`config.mk`:
```
export PLATFORM = sky130hd
export DESIGN_NAME = video_fetch_buf_flat
export DESIGN_NICKNAME = d
export VERILOG_FILES = /design/src/rtl/video_fetch_buf_pkg.sv /design/src/rtl/video_fetch_buf_if.sv /design/src/rtl/video_fifo_ram.sv /design/src/rtl/video_fetch_buf.sv /design/src/flat_wrapper.sv
export SDC_FILE = /design/constraint.sdc
export NUM_CORES = 1
export LEC_CHECK = 0
export CORE_UTILIZATION = 63
export DETAILED_ROUTE_END_ITERATION = 7
export PLACE_DENSITY = 0.84
export SLEW_MARGIN = 25
export SYNTH_ARGS = -nofsm -noshare
export SYNTH_HDL_FRONTEND = slang
export SYNTH_SLANG_ARGS = --single-unit
```
`constraint.sdc`:
```
create_clock -name clk -period 3.91 [get_ports clk]
set_input_delay 0.782 -clock clk [delete_from_list [all_inputs] [get_ports clk]]
set_output_delay 0.782 -clock clk [all_outputs]
set_load 0.02 [all_outputs]
```
`src/rtl/video_fetch_buf_pkg.sv`:
```
// Shared video fetch definitions: default buffer geometry, the counter
// width helper and the classification of a returning DRAM strobe.
package video_fetch_buf_pkg;

  localparam int VID_DEPTH  = 8;
  localparam int VID_MAXOUT = 3;
  localparam int VID_DATA_W = 16;

  // What a video_strobe does in the current clock, decided before any
  // counter or storage update so every consumer sees the same answer.
  typedef enum logic [2:0] {
    STB_NONE,
    STB_DISCARD,
    STB_WRITE,
    STB_DROP_FULL,
    STB_DROP_ORPHAN
  } strobe_kind_e;

  // Counters must hold 0..DEPTH inclusive, hence one bit more than the
  // pointer width.
  function automatic int cntWidth(input int depth);
    return $clog2(depth) + 1;
  endfunction

endpackage

```
`src/rtl/video_fetch_buf_if.sv`:
```
// Bus bundle between the sync generator / DRAM arbiter / renderer and the
// video fetch buffer. The slave side is the buffer itself.
interface video_fetch_buf_if;
  import video_fetch_buf_pkg::*;

  logic                  fetch_en;
  logic                  line_start;
  logic                  int_start;
  logic                  video_go;
  logic                  video_next;
  logic                  video_strobe;
  logic [VID_DATA_W-1:0] video_data;
  logic                  pix_rd;
  logic [VID_DATA_W-1:0] pix_data;
  logic                  pix_empty;
  logic                  underrun;
  logic                  overflow;

  modport slave (
    input  fetch_en, line_start, int_start, video_next, video_strobe,
           video_data, pix_rd,
    output video_go, pix_data, pix_empty, underrun, overflow
  );

  modport master (
    output fetch_en, line_start, int_start, video_next, video_strobe,
           video_data, pix_rd,
    input  video_go, pix_data, pix_empty, underrun, overflow
  );

endinterface

```
`src/rtl/video_fifo_ram.sv`:
```
// DEPTH x 16 simple dual-port storage for the video fetch buffer. The read
// port is registered so the popped word appears one clock after the pop.
module video_fifo_ram
  import video_fetch_buf_pkg::*;
#(
  parameter int DEPTH = VID_DEPTH
) (
  input  logic                     i_clk,
  input  logic                     i_rst_n,
  input  logic                     i_wr_en,
  input  logic [$clog2(DEPTH)-1:0] i_wr_addr,
  input  logic [VID_DATA_W-1:0]    i_wr_data,
  input  logic                     i_rd_en,
  input  logic [$clog2(DEPTH)-1:0] i_rd_addr,
  output logic [VID_DATA_W-1:0]    o_rd_data
);

  logic [VID_DATA_W-1:0] r_mem [DEPTH];
  logic [VID_DATA_W-1:0] r_q;

  // Storage array is never reset; only the occupancy logic decides validity.
  always_ff @(posedge i_clk) begin
    if (i_wr_en) r_mem[i_wr_addr] <= i_wr_data;
  end

  // Output register holds the last popped word until the next pop.
  always_ff @(posedge i_clk or negedge i_rst_n) begin
    if (!i_rst_n)     r_q <= '0;
    else if (i_rd_en) r_q <= r_mem[i_rd_addr];
  end

  assign o_rd_data = r_q;

endmodule

```
`src/rtl/video_fetch_buf.sv`:
```
// Line-based video word prefetch buffer: issues DRAM requests while the
// fetch window is open and there is room for the answers, stores returned
// words, hands them to the renderer, and throws away answers to requests
// that were in flight when a new line flushed the buffer.
module video_fetch_buf
  import video_fetch_buf_pkg::*;
#(
  parameter int DEPTH  = VID_DEPTH,
  parameter int MAXOUT = VID_MAXOUT
) (
  input  logic               clk,
  input  logic               rst_n,
  video_fetch_buf_if.slave   bus
);

  localparam int CW = cntWidth(DEPTH);
  localparam int AW = $clog2(DEPTH);
  localparam logic [CW-1:0] DEPTH_C  = CW'(DEPTH);
  localparam logic [CW-1:0] MAXOUT_C = CW'(MAXOUT);

  logic [1:0]    r_rst_sync;
  logic          w_rst_n;

  logic [CW-1:0] r_occ, r_outst, r_discard;
  logic [AW-1:0] r_wr_ptr, r_rd_ptr;
  logic          r_underrun, r_overflow;

  logic [CW-1:0] w_occ_nxt, w_outst_nxt, w_discard_nxt;
  logic [AW-1:0] w_wr_ptr_nxt, w_rd_ptr_nxt;
  logic          w_underrun_nxt, w_overflow_nxt;

  strobe_kind_e  w_kind;
  logic          w_full, w_empty, w_wr, w_rd, w_consumed;
  logic [CW:0]   w_committed, w_inflight;
  logic [CW-1:0] w_flush_discard;

  // Reset asserts at once but releases two clocks after rst_n rises.
  always_ff @(posedge clk or negedge rst_n) begin
    if (!rst_n) r_rst_sync <= 2'b00;
    else        r_rst_sync <= {r_rst_sync[0], 1'b1};
  end

  assign w_rst_n = r_rst_sync[1];

  assign w_full  = (r_occ == DEPTH_C);
  assign w_empty = (r_occ == '0);

  // Decide the fate of a returning strobe: stale answers are eaten first,
  // answers with no matching request are orphans, the rest go to storage.
  always_comb begin
    w_kind = STB_NONE;
    if (bus.video_strobe) begin
      if (r_discard != '0)    w_kind = STB_DISCARD;
      else if (r_outst == '0) w_kind = STB_DROP_ORPHAN;
      else if (w_full)        w_kind = STB_DROP_FULL;
      else                    w_kind = STB_WRITE;
    end
  end

  assign w_consumed = (w_kind == STB_DISCARD) || (w_kind == STB_WRITE) ||
                      (w_kind == STB_DROP_FULL);
  assign w_wr = (w_kind == STB_WRITE) && !bus.line_start;
  assign w_rd = bus.pix_rd && !w_empty && !bus.line_start;

  // Only words already stored or already requested reserve buffer space.
  assign w_committed = {1'b0, r_occ} + {1'b0, r_outst};
  assign bus.video_go = w_rst_n && bus.fetch_en && !bus.line_start &&
                        (w_committed < (CW+1)'(DEPTH)) &&
                        (r_outst < MAXOUT_C);

  // On a flush every request still owed to us becomes a discard, including
  // one granted in the flush clock itself, capped at MAXOUT.
  assign w_inflight = {1'b0, r_discard} + {1'b0, r_outst} +
                      (CW+1)'(bus.video_next) - (CW+1)'(w_consumed);
  assign w_flush_discard = (w_inflight > (CW+1)'(MAXOUT)) ? MAXOUT_C
                                                           : w_inflight[CW-1:0];

  // Next-state for counters, pointers and sticky flags; line_start wins
  // over everything except the error-set events.
  always_comb begin
    w_occ_nxt      = r_occ;
    w_outst_nxt    = r_outst;
    w_discard_nxt  = r_discard;
    w_wr_ptr_nxt   = r_wr_ptr;
    w_rd_ptr_nxt   = r_rd_ptr;
    w_underrun_nxt = r_underrun;
    w_overflow_nxt = r_overflow;

    if (bus.line_start) begin
      w_occ_nxt     = '0;
      w_outst_nxt   = '0;
      w_discard_nxt = w_flush_discard;
      w_wr_ptr_nxt  = '0;
      w_rd_ptr_nxt  = '0;
    end else begin
      w_occ_nxt     = r_occ + CW'(w_wr) - CW'(w_rd);
      w_outst_nxt   = r_outst + CW'(bus.video_next) -
                      CW'((w_kind == STB_WRITE) || (w_kind == STB_DROP_FULL));
      w_discard_nxt = r_discard - CW'(w_kind == STB_DISCARD);
      w_wr_ptr_nxt  = r_wr_ptr + AW'(w_wr);
      w_rd_ptr_nxt  = r_rd_ptr + AW'(w_rd);
      if (bus.int_start) begin
        w_underrun_nxt = 1'b0;
        w_overflow_nxt = 1'b0;
      end
    end

    if (bus.pix_rd && w_empty) w_underrun_nxt = 1'b1;
    if ((w_kind == STB_DROP_ORPHAN) ||
        ((w_kind == STB_DROP_FULL) && !bus.line_start)) w_overflow_nxt = 1'b1;
  end

  // Register the control state from the synchronised reset.
  always_ff @(posedge clk or negedge w_rst_n) begin
    if (!w_rst_n) begin
      r_occ      <= '0;
      r_outst    <= '0;
      r_discard  <= '0;
      r_wr_ptr   <= '0;
      r_rd_ptr   <= '0;
      r_underrun <= 1'b0;
      r_overflow <= 1'b0;
    end else begin
      r_occ      <= w_occ_nxt;
      r_outst    <= w_outst_nxt;
      r_discard  <= w_discard_nxt;
      r_wr_ptr   <= w_wr_ptr_nxt;
      r_rd_ptr   <= w_rd_ptr_nxt;
      r_underrun <= w_underrun_nxt;
      r_overflow <= w_overflow_nxt;
    end
  end

  video_fifo_ram #(.DEPTH(DEPTH)) u_ram (
    .i_clk     (clk),
    .i_rst_n   (w_rst_n),
    .i_wr_en   (w_wr),
    .i_wr_addr (r_wr_ptr),
    .i_wr_data (bus.video_data),
    .i_rd_en   (w_rd),
    .i_rd_addr (r_rd_ptr),
    .o_rd_data (bus.pix_data)
  );

  assign bus.pix_empty = w_empty;
  assign bus.underrun  = r_underrun;
  assign bus.overflow  = r_overflow;

endmodule

```
`src/flat_wrapper.sv`:
```
// flat-port wrapper written by rule: the top's interface ports become plain ports
module video_fetch_buf_flat import video_fetch_buf_pkg::*;
#(
  parameter int DEPTH  = VID_DEPTH,
  parameter int MAXOUT = VID_MAXOUT
)
  (clk, rst_n, bus_fetch_en, bus_line_start, bus_int_start, bus_video_next, bus_video_strobe, bus_video_data, bus_pix_rd, bus_video_go, bus_pix_data, bus_pix_empty, bus_underrun, bus_overflow);
  video_fetch_buf_if bus_i ();
  input  logic clk;
  input  logic rst_n;
  input wire logic [$bits(bus_i.fetch_en)-1:0] bus_fetch_en;
  input wire logic [$bits(bus_i.line_start)-1:0] bus_line_start;
  input wire logic [$bits(bus_i.int_start)-1:0] bus_int_start;
  input wire logic [$bits(bus_i.video_next)-1:0] bus_video_next;
  input wire logic [$bits(bus_i.video_strobe)-1:0] bus_video_strobe;
  input wire logic [$bits(bus_i.video_data)-1:0] bus_video_data;
  input wire logic [$bits(bus_i.pix_rd)-1:0] bus_pix_rd;
  output wire logic [$bits(bus_i.video_go)-1:0] bus_video_go;
  output wire logic [$bits(bus_i.pix_data)-1:0] bus_pix_data;
  output wire logic [$bits(bus_i.pix_empty)-1:0] bus_pix_empty;
  output wire logic [$bits(bus_i.underrun)-1:0] bus_underrun;
  output wire logic [$bits(bus_i.overflow)-1:0] bus_overflow;
  assign bus_i.fetch_en = bus_fetch_en;
  assign bus_i.line_start = bus_line_start;
  assign bus_i.int_start = bus_int_start;
  assign bus_i.video_next = bus_video_next;
  assign bus_i.video_strobe = bus_video_strobe;
  assign bus_i.video_data = bus_video_data;
  assign bus_i.pix_rd = bus_pix_rd;
  assign bus_video_go = bus_i.video_go;
  assign bus_pix_data = bus_i.pix_data;
  assign bus_pix_empty = bus_i.pix_empty;
  assign bus_underrun = bus_i.underrun;
  assign bus_overflow = bus_i.overflow;
  video_fetch_buf #(.DEPTH(DEPTH), .MAXOUT(MAXOUT)) u_core (.clk(clk), .rst_n(rst_n), .bus(bus_i));
endmodule
```
======== Word-level counts from Yosys, hierarchy flattened ========
Memory sizes are Yosys's and may differ from the RTL's. A register that Yosys moved wholly into a read port is not among the register bits.
Index checks and enable logic that the tools add are counted.
word-level totals
  register bits after elaboration ......... 22
  memories ................................ 1
  RAM bits ................................ 128
cells by class
  multiplexer cells ....................... 16
  order comparisons ....................... 3
  reduce and logical (&&, ||, !) cells .... 23
  add/sub/neg operators ................... 11
  equality and inequality tests ........... 7
memory list
  name                depth  width  read ports  clocked after memory_dff  write ports  RTL line              text
  u_core.u_ram.r_mem  8      16     1           1                         1            video_fifo_ram.sv:18  logic [VID_DATA_W-1:0] r_mem [DEPTH];
operators with widths
  kind                  count
  $mux W4               4
  $mux W3               5
  $sub A4 B1 Y4         3
  $add A4 B4 Y5         2
  $logic_and A1 B1 Y1   9
  $add A4 B1 Y4         2
  $logic_not A4 Y1      2
  $mux W1               7
  $add A3 B1 Y3         2
  $eq A3 B2 Y1 const B  2
  $add A5 B1 Y5         1
  $gt A5 B2 Y1 const B  1
  $lt A5 B4 Y1 const B  1
  $sub A5 B1 Y5         1
  $eq A4 B4 Y1 const B  1
  $logic_or A1 B1 Y1    4
  $lt A4 B2 Y1 const B  1
  $ne A2 B1 Y1 const B  2
  $reduce_and A2 Y1     2
  $reduce_bool A2 Y1    2
  $reduce_bool A4 Y1    1
  $eq A3 B1 Y1 const B  1
  $eq A3 B3 Y1 const B  1
  $logic_not A1 Y1      3

======== Depth between registers and ports, before layout ========
  depth in word-level cells ............... 12
  depth in mapped cells ................... 12

======== By module ========
Synthesis repeated with hierarchy kept, for this count alone.
second synthesis, totals
  cell total of the unflattened synthesis .. 472
  area, all modules ....................... 7163.1 µm²
modules (own cells, without submodules)
  module           area each (µm²)  cells an instance  instances
  video_fifo_ram   5652.9           325                1
  video_fetch_buf  1510.2           147                1

======== Least setup slack after synthesis ========
Ideal clock, no wire load.
  kind .................................... input-to-reg
  from .................................... input port bus_line_start
  to ...................................... memory u_core.u_ram.r_mem[0][0] (enable)
  slack ................................... 0.720 ns
  stages .................................. 2
  setup time .............................. 0.430 ns
  required time ........................... 3.480 ns
  arrival ................................. 2.760 ns
  buffers on the path ..................... 0
  cells stage by stage .................... or3_1 > nor4_1
between the ends
  longest elaborated chain between the ends .. 4
RTL lines
  what                           RTL line               text
  start: declaration             flat_wrapper.sv:12     input wire logic [$bits(bus_i.line_start)-1:0] bus_line_start;
  $logic_not A1 Y1               video_fetch_buf.sv:62  assign w_wr = (w_kind == STB_WRITE) && !bus.line_start;
  $logic_and A1 B1 Y1            video_fetch_buf.sv:62
  $mux W1                        video_fifo_ram.sv:23   if (i_wr_en) r_mem[i_wr_addr] <= i_wr_data;
  $mux W1 (not written as such)  video_fifo_ram.sv:23
  end: declaration               video_fifo_ram.sv:18
No other way between the ends.

======== Worst setup path after layout ========
  from .................................... register u_core.r_occ[3]
  to ...................................... output port bus_video_go
between the ends
  longest elaborated chain between the ends .. 4
RTL lines
  what                      RTL line                text
  start: declaration        video_fetch_buf.sv:24   logic [CW-1:0] r_occ, r_outst, r_discard;
  start signal: assignment  video_fetch_buf.sv:124  r_occ <= w_occ_nxt;
  $add A4 B4 Y5             video_fetch_buf.sv:66   assign w_committed = {1'b0, r_occ} + {1'b0, r_outst};
  $lt A5 B4 Y1              video_fetch_buf.sv:68   (w_committed < (CW+1)'(DEPTH)) &&
  $logic_and A1 B1 Y1       video_fetch_buf.sv:67   assign bus.video_go = w_rst_n && bus.fetch_en && !bus.line_start &&
  $logic_and A1 B1 Y1       video_fetch_buf.sv:68
  end: declaration          flat_wrapper.sv:18      output wire logic [$bits(bus_i.video_go)-1:0] bus_video_go;
No other way between the ends.

==> flow_summary.toml <==
[status]
outcome = "finished clean"

[setup_path]
critPathRequiredTime_ps = 3130
cp.arrival_ps = 2740
cp-start-kind = "flip-flop"
crit_cells = 5
worstRegToRegCells = 13
critical-path-top-delay-family = "buffers and inverters"
critPathSlowestCell = "clkdlybuf4s50_1"
crit_path_cell_trace = "ha_1 > nor4b_1 > o21ai_0 > a2111oi_0 > clkdlybuf4s50_1"
cp_slowest_stage_delay_ps = 690
crit_path_end_kind = "output port"
cp_num_buf_inv = 1
cp_max_fo = 3
critPathKind = "flip-flop to output port"

[sta]
finalMaxSlewViolations = 0
max_freq_mhz = 284
maxSlewHeadroom_pct = 56.6
hold_viol_final = 0
rsz0062_at_grt = "no"
post-route-period-util_pct = 90.1
setup_violations = 0
post-route-min-period_ps = 3520
clock_skew_ps = 13.3
tightest_slew_ps = 650
tns_ps = 0
setup_slack_ps = 387

[placement]
portBuffers = 43
globalplace.congestion = 0.783
place_hpwl_mm = 8.19
place_ws_ps = 709

[route]
drtIter0Drc = 232
drc = 0
topRoutingLayerUsed = "met4"
viasPerCell = 6.04
ant_nets = 0
routed-via-count = 3700
dr.pass1.iters = 5
post_drt_wl_per_cell_microns = 22.1
drt-total-wl_mm = 13.6
wl_met3_microns = 618
met2WireLength_mm = 7.06
wl_met1_mm = 5.68

[power]
power_mw = 4.93
seq_power_share_pct = 43.9
power_density_nw_per_um2 = 602
p_sw_share_pct = 28.4
combPwrFrac_pct = 23.3
peakVddDrop_uv = 677
p_leak_nw = 2.90
p_sw_mw = 1.40
p_clk_share_pct = 32.8
power.internal_mw = 3.53

[finish]
fin_util_pct = 77.9
antenna_cells = 0
layout.nets = 519
fillCellCount = 562
drive_gt1_share_pct = 19.7
synthToLayoutAreaGrowth_pct = 18.1

[synth]
syn_inst = 397
avgSynthCellArea_sq_um = 17.5
synth_seq_cells = 166
netlist-cell-type-count = 34
ys.warnings.count = 0
synth_nets = 452
netlist_area_sq_um = 6930
ys_seq_area_share_pct = 69.2

[floorplan]
row_count = 37
die_w_microns = 107
core_sq_um = 10500
start_util_pct = 65.9
dieArea_sq_um = 11400
fp.dieH_microns = 107
ios = 44

[cts]
numCtsBuffers = 17
cts_setup_buffers = 0
clock-sinks = 166
cts_tree = "done"
clockRootBuffer = "clkbuf_8"
clockBufferDepth = 2
cts_hold_buffers = 0
clk_pin_slew_worst_paths_ps = 70
post_cts_resized = 0
cts_htree_levels = 4
insertion_delay_ps = 540

[run]
maxCapViolCount = 0

[global_route]
gr-total-overflow = 0
grt_max_degree = 37
grt_pass1_vias = 3852
track_usage_pct = 26.6
antenna_found_initial = 0
grt_pass1_wl_mm = 21.3

[hold_path]
holdPathStages = 0
hp-class = "flip-flop to flip-flop"
-- layout make-up --
class / count / area [sq um] / area share, %
Tap cell: 136 / 170 / 2.08
Timing Repair Buffer: 62 / 573 / 7.00
Multi-Input combinational cell: 190 / 1970 / 24.1
Clock inverter: 12 / 145 / 1.77
Inverter: 27 / 101 / 1.24
Clock buffer: 20 / 425 / 5.20
Sequential cell: 166 / 4800 / 58.6
-- power groups by stage --
| stage | Combinational (mW) | Sequential (mW) | Clock, mW |
|---|---|---|---|
| floorplan | 0.682 | 2.25 | 0 |
| global placement | 1.09 | 2.19 | 0 |
| detailed placement | 1.14 | 2.20 | 0 |
| CTS | 1.16 | 2.16 | 1.63 |
| global route | 1.26 | 2.18 | 1.71 |
| finish | 1.15 | 2.16 | 1.62 |
-- Yosys cell counts --
cell type	n	share of area [%]
o21ai_0	2	0.14
nor3_1	3	0.22
conb_1	1	0.054
a21oi_1	22	1.6
dfrtp_1	38	14
nor4_1	2	0.18
nor2b_1	10	0.90
xor2_1	2	0.25
mux2i_1	16	2.3
nor3b_2	2	0.36
xnor2_1	9	1.1
buf_6	4	0.65
nand3_1	2	0.14
nand2_1	6	0.32
edfxtp_1	128	55
nor3b_1	3	0.32
a2111oi_0	1	0.13
or3_1	1	0.090
fa_1	4	1.2
a31o_2	1	0.13
mux4_2	32	10
a41oi_1	2	0.25
clkbuf_1	2	0.11
buf_2	8	0.58
a21o_1	3	0.32
or2_4	1	0.13
nor2_1	32	1.7
inv_1	27	1.5
nor4b_1	1	0.13
nand3b_1	2	0.22
nor4_4	1	0.31
nand2_2	1	0.090
ha_1	27	4.9
a22o_1	1	0.13
-- cell families after synthesis --
| family | share of synthesized area [%] |
|---|---|
| AOI/OAI and AO/OA | 2.69 |
| xor gates and xnor gates | 1.39 |
| adders and majority gates | 6.03 |
| buffers and inverters | 2.80 |
| DFF | 69.2 |
| muxes | 12.7 |
| other | 0.0541 |
| and+or+nand+nor | 5.15 |
-- per-layer routing --
layer	GRT usage [%]	vias to the layer above
li1	-	1643
met3	7.72	22
met4	8.32	0
met5	0	-
met2	44.3	112
met1	34.1	1923
-- cells in the final DEF (no fill, tap or decap), types with 2 or more instances in the layout --
master           count
buf_4               19
inv_6                3
edfxtp_1           128
nor3b_1              3
fa_1                 4
bufinv_16            2
a41oi_1              2
inv_1               27
xnor2_1              9
nand3b_1             2
nand3_1              2
inv_8                2
xor2_1               2
dfrtp_2              3
nand2_1              6
nor2b_1             10
clkbuf_16           16
ha_1                27
clkdlybuf4s50_1     43
nor3_2               2
mux2i_1             16
nor4_2               2
nor2_1              32
clkinvlp_4           3
mux4_2              32
dfrtp_1             34
a21o_1               3
o21ai_0              2
clkbuf_1             3
a21oi_1             22
-- worst register-to-register path, delay by kind of cell (launching register included) --
family | cells | cell delay (ps)
adder cells (fa/ha/maj) | 4 | 1070
AO/OA/AOI/OAI | 4 | 590
AND/OR/NAND/NOR | 1 | 190
XOR/XNOR | 1 | 210
flip-flops | 1 | 400
buffers and inverters | 3 | 350
-- registers in the layout, summed over array words and instances (netlist names) --
| signal | cells |
|---|---|
| u_core.u_ram.r_mem | 128 |
| u_core.u_ram.o_rd_data | 16 |
| u_core.r_discard | 4 |
| u_core.r_occ | 4 |
| u_core.r_outst | 4 |
| u_core.r_rd_ptr | 3 |
| u_core.r_wr_ptr | 3 |
| u_core.r_rst_sync | 2 |
| u_core.bus.overflow | 1 |
| u_core.bus.underrun | 1 |
-- metrics by stage --
| step | area, sq um | cells | hold WS [ps] |
|---|---|---|---|
| floorplan | 6930 | 397 | 331 |
| global placement | 7610 | 581 | 334 |
| detailed placement | 7610 | 581 | 336 |
| CTS | 8180 | 613 | 349 |
| global route | 8190 | 613 | 371 |
| finish | 8190 | 613 | 348 |
-- final timing paths --
| path | from | to | slack [ps] |
|---|---|---|---|
| setup / recovery | u_core.r_occ[3] | bus_video_go | 390 |
| hold / removal | u_core.r_rst_sync[0] | u_core.r_rst_sync[1] | 350 |
| setup reg to reg | u_core.r_outst[2] | u_core.r_discard[1] | 970 |
| hold reg to reg | u_core.r_rst_sync[0] | u_core.r_rst_sync[1] | 350 |
| max in group asynchronous | u_core.r_rst_sync[1] | u_core.r_rd_ptr[0] | 3110 |
| min in group asynchronous | u_core.r_rst_sync[1] | u_core.u_ram.o_rd_data[10] | 400 |
(Power assumes the default switching activity.)
==> variant 1 (same flow settings) <==
The package constant `VID_DATA_W` goes from 16 to 18.
--- a/src/rtl/video_fetch_buf_pkg.sv
+++ b/src/rtl/video_fetch_buf_pkg.sv
@@ -4,7 +4,7 @@
 
   localparam int VID_DEPTH  = 8;
   localparam int VID_MAXOUT = 3;
-  localparam int VID_DATA_W = 16;
+  localparam int VID_DATA_W = 18;
 
   // What a video_strobe does in the current clock, decided before any
   // counter or storage update so every consumer sees the same answer.
Interface: changed (resized bus_pix_data and bus_video_data); port bits go from 44 to 48. The function was not compared with the original's and may differ.
==> variant 1 against the unedited design <==
- the run now ends with design-rule violations left
- worst setup slack better by 0.43 ns
- sequential cell count up 18
- core utilization down 1.0 points
- clock skew up 0.0038 ns
- non-clock buffer count up 5
- first-iteration DRC count up 33%
- power up 6.5%
- register-to-register slack worse by 0.04 ns
- design area up 9.1%
- wire length up 2.6%
- cell count up 6.5%
- synthesized area up 10%
- combinational power up 6%
- critical endpoint unchanged
==> variant 1: results (changes against the unedited design) <==
- Status: complete, but fails checks (was finished, final reports clean)
- Failing checks: design-rule violations
- Seq/Total Area, Yosys: 0.697 (was 0.692)
- Worst Setup SP: u_core.r_outst[3] (was u_core.r_occ[3])
- Distinct cells, synth: 38 (was 34)
- Met2 Use GR: 0.420 (was 0.443)
- Worst vdd ir: 0.000438 V (was 0.000677 V)
- Synth Net Count: 483 (was 452)
- Worst-path fanout max: 2 (was 3)
- Number of I/O port buffers: 47 (was 43)
- DRC Markers: 4 (was 0)
- Worst-Margin Slew: 0.900 ns (was 0.650 ns)
- Post-DP HPWL: 8620 um (was 8190 um)
- Post-synth EDFFs: 144 (was 128)
- FF-to-FF setup slack: 0.93 ns (was 0.97 ns)
- Vias per inst: 5.97 (was 6.04)
- Gp weighted congestion: 0.822 (was 0.783)
- First-pass GRT wire length: 22,300 um (was 21,300 um)
- DR pass1 iterations: 7 (was 5)
- Largest net degree at the start of global routing: 39 (was 37)
- Drt total wl: 13,900 um (was 13,600 um)
- Largest register by flop count: u_core.u_ram.r_mem (unchanged)
- Dominant cells by area after synthesis: edfxtp_1 57%, dfrtp_1 13%, mux4_2 9.1% (was edfxtp_1 55%, dfrtp_1 14%, mux4_2 10%)
- Critical path arrival: 2.31 ns (was 2.74 ns)
- Worst setup margin: 0.821 ns (was 0.387 ns)
- Overall Global Routing Usage: 0.247 (was 0.266)
- Fin cells: 653 (was 613)
- Vias in the first global route: 4,112 (was 3,852)
- Post-synthesis async set-or-reset flop share: 0.217 (was 0.229)
- GRT met3 Usage: 0.0518 (was 0.0772)
- Largest register FFs: 144 (was 128)
- Dpl ws: 0.702 ns (was 0.709 ns)
- CTS root buf: clkbuf_16 (was clkbuf_8)
- Met1 Track Usage GR: 0.317 (was 0.341)
- Top cells by count, synth: 144 x edfxtp_1, 40 x dfrtp_1, 35 x nor2_1, 31 x mux4_2 (was 128 x edfxtp_1, 38 x dfrtp_1, 32 x mux4_2, 32 x nor2_1)
- Leakage: 3.15 nW (was 2.90 nW)
- Fill count: 659 (was 562)
- Layout cells sized above 1: 0.180 (was 0.197)
- Avg Synthesized Cell Area: 17.9 sq um (was 17.5 sq um)
- Clk_lat worst skew: 0.42 ns (was 0.54 ns)
- DR iter-0 viols: 309 (was 232)
- Clock Skews: 0.0171 ns (was 0.0133 ns)
variant 1: cell types whose count changed after synthesis, sizes merged, moves of 2 or more:
| cell | unedited run | this run |
|---|---|---|
| nor2 | 32 | 35 |
| dfrtp | 38 | 40 |
| edfxtp | 128 | 144 |
| a21oi | 22 | 25 |
| mux2i | 16 | 18 |
| mux4 | 32 | 36 |
variant 1: layer usage:
layer / up-vias / part of all wire / routed length (um)
met2: 124 / 0.53 / 7360
met1: 1988 / 0.40 / 5560
met3: 17 / 0.057 / 800
li1: 1769 / - / -
met4: 0 / 0.014 / 198
met5: - / 0 / 0
variant 1: worst min path at each step:
stage / cells after the start / to / from
floorplan: 0 / u_core.r_rst_sync[1] / u_core.r_rst_sync[0]
global placement: 0 / u_core.r_rst_sync[1] / u_core.r_rst_sync[0]
detailed placement: 0 / u_core.r_rst_sync[1] / u_core.r_rst_sync[0]
CTS: 0 / u_core.r_rst_sync[1] / u_core.r_rst_sync[0]
global route: 0 / u_core.r_rst_sync[1] / u_core.r_rst_sync[0]
finish: 0 / u_core.r_rst_sync[1] / u_core.r_rst_sync[0]
variant 1: where the power goes:
group | leakage [nW] | internal, mW | switching [mW]
Combinational | 1.09 | 0.605 | 0.611
Sequential | 1.77 | 2.25 | 0.133
Clock | 0.279 | 0.975 | 0.674
Total | 3.15 | 3.83 | 1.42
variant 1: stage by stage:
stage / cell area (sq um) / total power, mW / utilization / hold slack [ns]
after floorplan: 7640 / 3.22 / - / 0.331
after global placement: 8350 / 3.58 / 0.719 / 0.337
after global routing: 8930 / 5.50 / 0.769 / 0.352
after detailed placement: 8350 / 3.63 / 0.719 / 0.336
final: 8930 / 5.25 / 0.769 / 0.353
after CTS: 8930 / 5.29 / 0.769 / 0.350
variant 1: worst max-delay path, stage by stage, from the launching register on:
cell and delay [ns]:
dfrtp_1 0.38, ha_1 0.29, nor4bb_1 0.32, o2111ai_1 0.15, a21oi_1 0.13, clkdlybuf4s50_1 0.61
variant 1: area by class of cell:
| class | instances | area (sq um) | share of cell area |
|---|---|---|---|
| flip-flops and latches | 184 | 5330 | 0.597 |
| inverters | 27 | 101 | 0.0113 |
| clock inverters | 11 | 124 | 0.0139 |
| multi-input cells | 200 | 2120 | 0.237 |
| well taps | 143 | 179 | 0.0200 |
| clock buffers | 21 | 460 | 0.0516 |
| repair buffers | 67 | 621 | 0.0695 |
variant 1: cell families (layout without fill, tap and decap cells):
group | count (synthesis) | in the layout | share of synthesized area
buffers and inverters | 42 | 126 | 0.0288
XOR/XNOR | 11 | 11 | 0.0126
other | 1 | 1 | 0.000491
flip-flops | 184 | 184 | 0.697
multiplexers | 54 | 54 | 0.132
AND/OR/NAND/NOR | 69 | 69 | 0.0486
AO/OA/AOI/OAI | 34 | 34 | 0.0257
adder cells (fa/ha/maj) | 31 | 31 | 0.0547
==> variant 2 (same flow settings) <==
Without the edit above. Make the reset (`i_rst_n`, `rst_n` and `w_rst_n`) synchronous in 3 clocked blocks.
--- a/src/rtl/video_fifo_ram.sv
+++ b/src/rtl/video_fifo_ram.sv
@@ -24,7 +24,7 @@
   end
 
   // Output register holds the last popped word until the next pop.
-  always_ff @(posedge i_clk or negedge i_rst_n) begin
+  always_ff @(posedge i_clk) begin
     if (!i_rst_n)     r_q <= '0;
     else if (i_rd_en) r_q <= r_mem[i_rd_addr];
   end
--- a/src/rtl/video_fetch_buf.sv
+++ b/src/rtl/video_fetch_buf.sv
@@ -35,7 +35,7 @@
   logic [CW-1:0] w_flush_discard;
 
   // Reset asserts at once but releases two clocks after rst_n rises.
-  always_ff @(posedge clk or negedge rst_n) begin
+  always_ff @(posedge clk) begin
     if (!rst_n) r_rst_sync <= 2'b00;
     else        r_rst_sync <= {r_rst_sync[0], 1'b1};
   end
@@ -111,7 +111,7 @@
   end
 
   // Register the control state from the synchronised reset.
-  always_ff @(posedge clk or negedge w_rst_n) begin
+  always_ff @(posedge clk) begin
     if (!w_rst_n) begin
       r_occ      <= '0;
       r_outst    <= '0;
Behaviour: differs if rst_n is asserted again (counterexample within 4 cycles, from zero or initial values and one cycle with rst_n low); with rst_n held inactive, the same outputs for 10 cycles.
==> variant 2 against the unedited design <==
- die area down 1.6%
- synthesized area shrank 1.7%
- wire length fell by 0.63%
- worst hold slack improved by 0.083 ns
- sequential cell count unchanged
- worst setup slack better by 0.16 ns
- design area down 1.3%
- sequential share of layout area is 1.7 points lower
- critical endpoint unchanged
- largest cell class unchanged
Power is not compared: it rests on default switching activity, and its combinational part moved more than twofold at a synthesized area within 25%.
==> variant 2: results (changes against the unedited design) <==
- Reg2Reg Depth: 12 (was 13)
- Hold path start: u_core.r_rst_sync[0] (unchanged)
- Layout cells sized above 1: 0.200 (was 0.197)
- Seq/Total Area, Yosys: 0.676 (was 0.692)
- HP Class: register to register (unchanged)
- Vias in the first global route: 4,008 (was 3,852)
- WL/cell: 21.7 um (was 22.1 um)
- First-pass GRT wire length: 22,000 um (was 21,300 um)
- Clock Skews: 0.0125 ns (was 0.0133 ns)
- Diode count: 0 (unchanged)
- Critical path arrival: 2.58 ns (was 2.74 ns)
- Yosys warns: 0 (unchanged)
- PostCTS Resize Cnt: 0 (unchanged)
- Gp weighted congestion: 0.768 (was 0.783)
- Initial antenna violation count: 0 (unchanged)
- Hold endpoint: u_core.r_rst_sync[1] (unchanged)
- Nets: 527 (was 519)
- Worst Hold Depth: 1 (was 0)
- Crit Reg-Reg Startpoint: u_core.r_outst[2] (unchanged)
- Dominant cells by area after synthesis: edfxtp_1 56%, dfxtp_1 11%, mux4_2 11% (was edfxtp_1 55%, dfrtp_1 14%, mux4_2 10%)
- Clock Tree Buf Depth: 2 (unchanged)
- Worst-path fanout max: 2 (was 3)
- Top cells by count, synth: 128 x edfxtp_1, 38 x dfxtp_1, 32 x mux4_2, 30 x inv_1, 27 x ha_1 (was 128 x edfxtp_1, 38 x dfrtp_1, 32 x mux4_2, 32 x nor2_1)
- Synth Net Count: 459 (was 452)
- Largest register FFs: 128 (unchanged)
- R2R Path End: u_core.r_discard[0] (was u_core.r_discard[1])
- Post-DP HPWL: 8340 um (was 8190 um)
- Distinct cells, synth: 37 (was 34)
- Largest net degree at the start of global routing: 34 (was 37)
- Status: finished, final reports clean (unchanged)
- Post-synthesis async set-or-reset flop share: 0 (was 0.229)
- Leakage: 2.77 nW
- CTS clk-pin slew, worst paths: 0.07 ns (about the same)
- Worst vdd ir: 0.000291 V
- Largest register by flop count: u_core.u_ram.r_mem (unchanged)
- Rel. slew slack: 0.590 (was 0.566)
- FF-to-FF setup slack: 1.25 ns (was 0.97 ns)
- Post-CTS setup buffer count: 0 (unchanged)
- DR iter-0 viols: 271 (was 232)
- Vias per inst: 6.00 (was 6.04)
- Overall Global Routing Usage: 0.275 (was 0.266)
variant 2: layout make-up:
type / count / area (sq um)
Sequential cell: 166 / 4610
Fill cell: 570 / 2330
Multi-Input combinational cell: 192 / 2010
Timing Repair Buffer: 65 / 596
Clock buffer: 17 / 414
Clock inverter: 15 / 178
Tap cell: 136 / 170
Inverter: 30 / 113
variant 2: power groups by stage:
| stage | Combinational (mW) | Clock, mW | Sequential [mW] |
|---|---|---|---|
| detailed placement | 0.145 | 0 | 1.95 |
| finish | 0.146 | 1.64 | 1.91 |
| CTS | 0.147 | 1.66 | 1.91 |
| global placement | 0.136 | 0 | 1.95 |
| floorplan | 0.0795 | 0 | 1.95 |
| global route | 0.164 | 1.72 | 1.91 |
variant 2: cells by family after synthesis:
logic type,Yosys count,share of synthesized area
compound gates,50,0.0406
xor+xnor,11,0.0141
fa+ha+maj,31,0.0613
buf+inv,46,0.0321
flops,166,0.676
mux,48,0.129
simple gates,52,0.0468
variant 2: per-layer routing:
metal	vias to the layer above	GRT usage	routed length (um)
li1	1673	-	-
met4	0	0.0952	201
met5	-	0	0
met2	133	0.443	6960
met3	17	0.0662	762
met1	1900	0.372	5560
variant 2: worst max-delay path: stages:
cell and delay, ns:
clkdlybuf4s50_1 0.41, nand2b_1 0.20, a2111oi_0 0.33, nand3_1 0.12, a21oi_1 0.13, clkdlybuf4s50_1 0.61
variant 2: per-stage QoR:
step                cells  power, mW  worst slack (ns)  hold WS, ns  area (sq um)
floorplan             404       2.03              1.12        0.406          6810
global route          621       3.79             0.475        0.451          8080
detailed placement    589       2.09             0.580        0.421          7490
finish                621       3.69             0.544        0.431          8080
CTS                   621       3.72             0.578        0.438          8080
global placement      589       2.08             0.590        0.415          7490
variant 2: worst max-delay path by stage:
stage	start	slack (ns)	depth (start not counted)	endpoint
floorplan	bus_video_strobe	1.12	4	u_core.u_ram.r_mem[0][0]
global placement	bus_line_start	0.59	6	bus_video_go
detailed placement	bus_line_start	0.58	6	bus_video_go
CTS	bus_line_start	0.58	6	bus_video_go
global route	bus_line_start	0.47	6	bus_video_go
finish	bus_line_start	0.54	6	bus_video_go
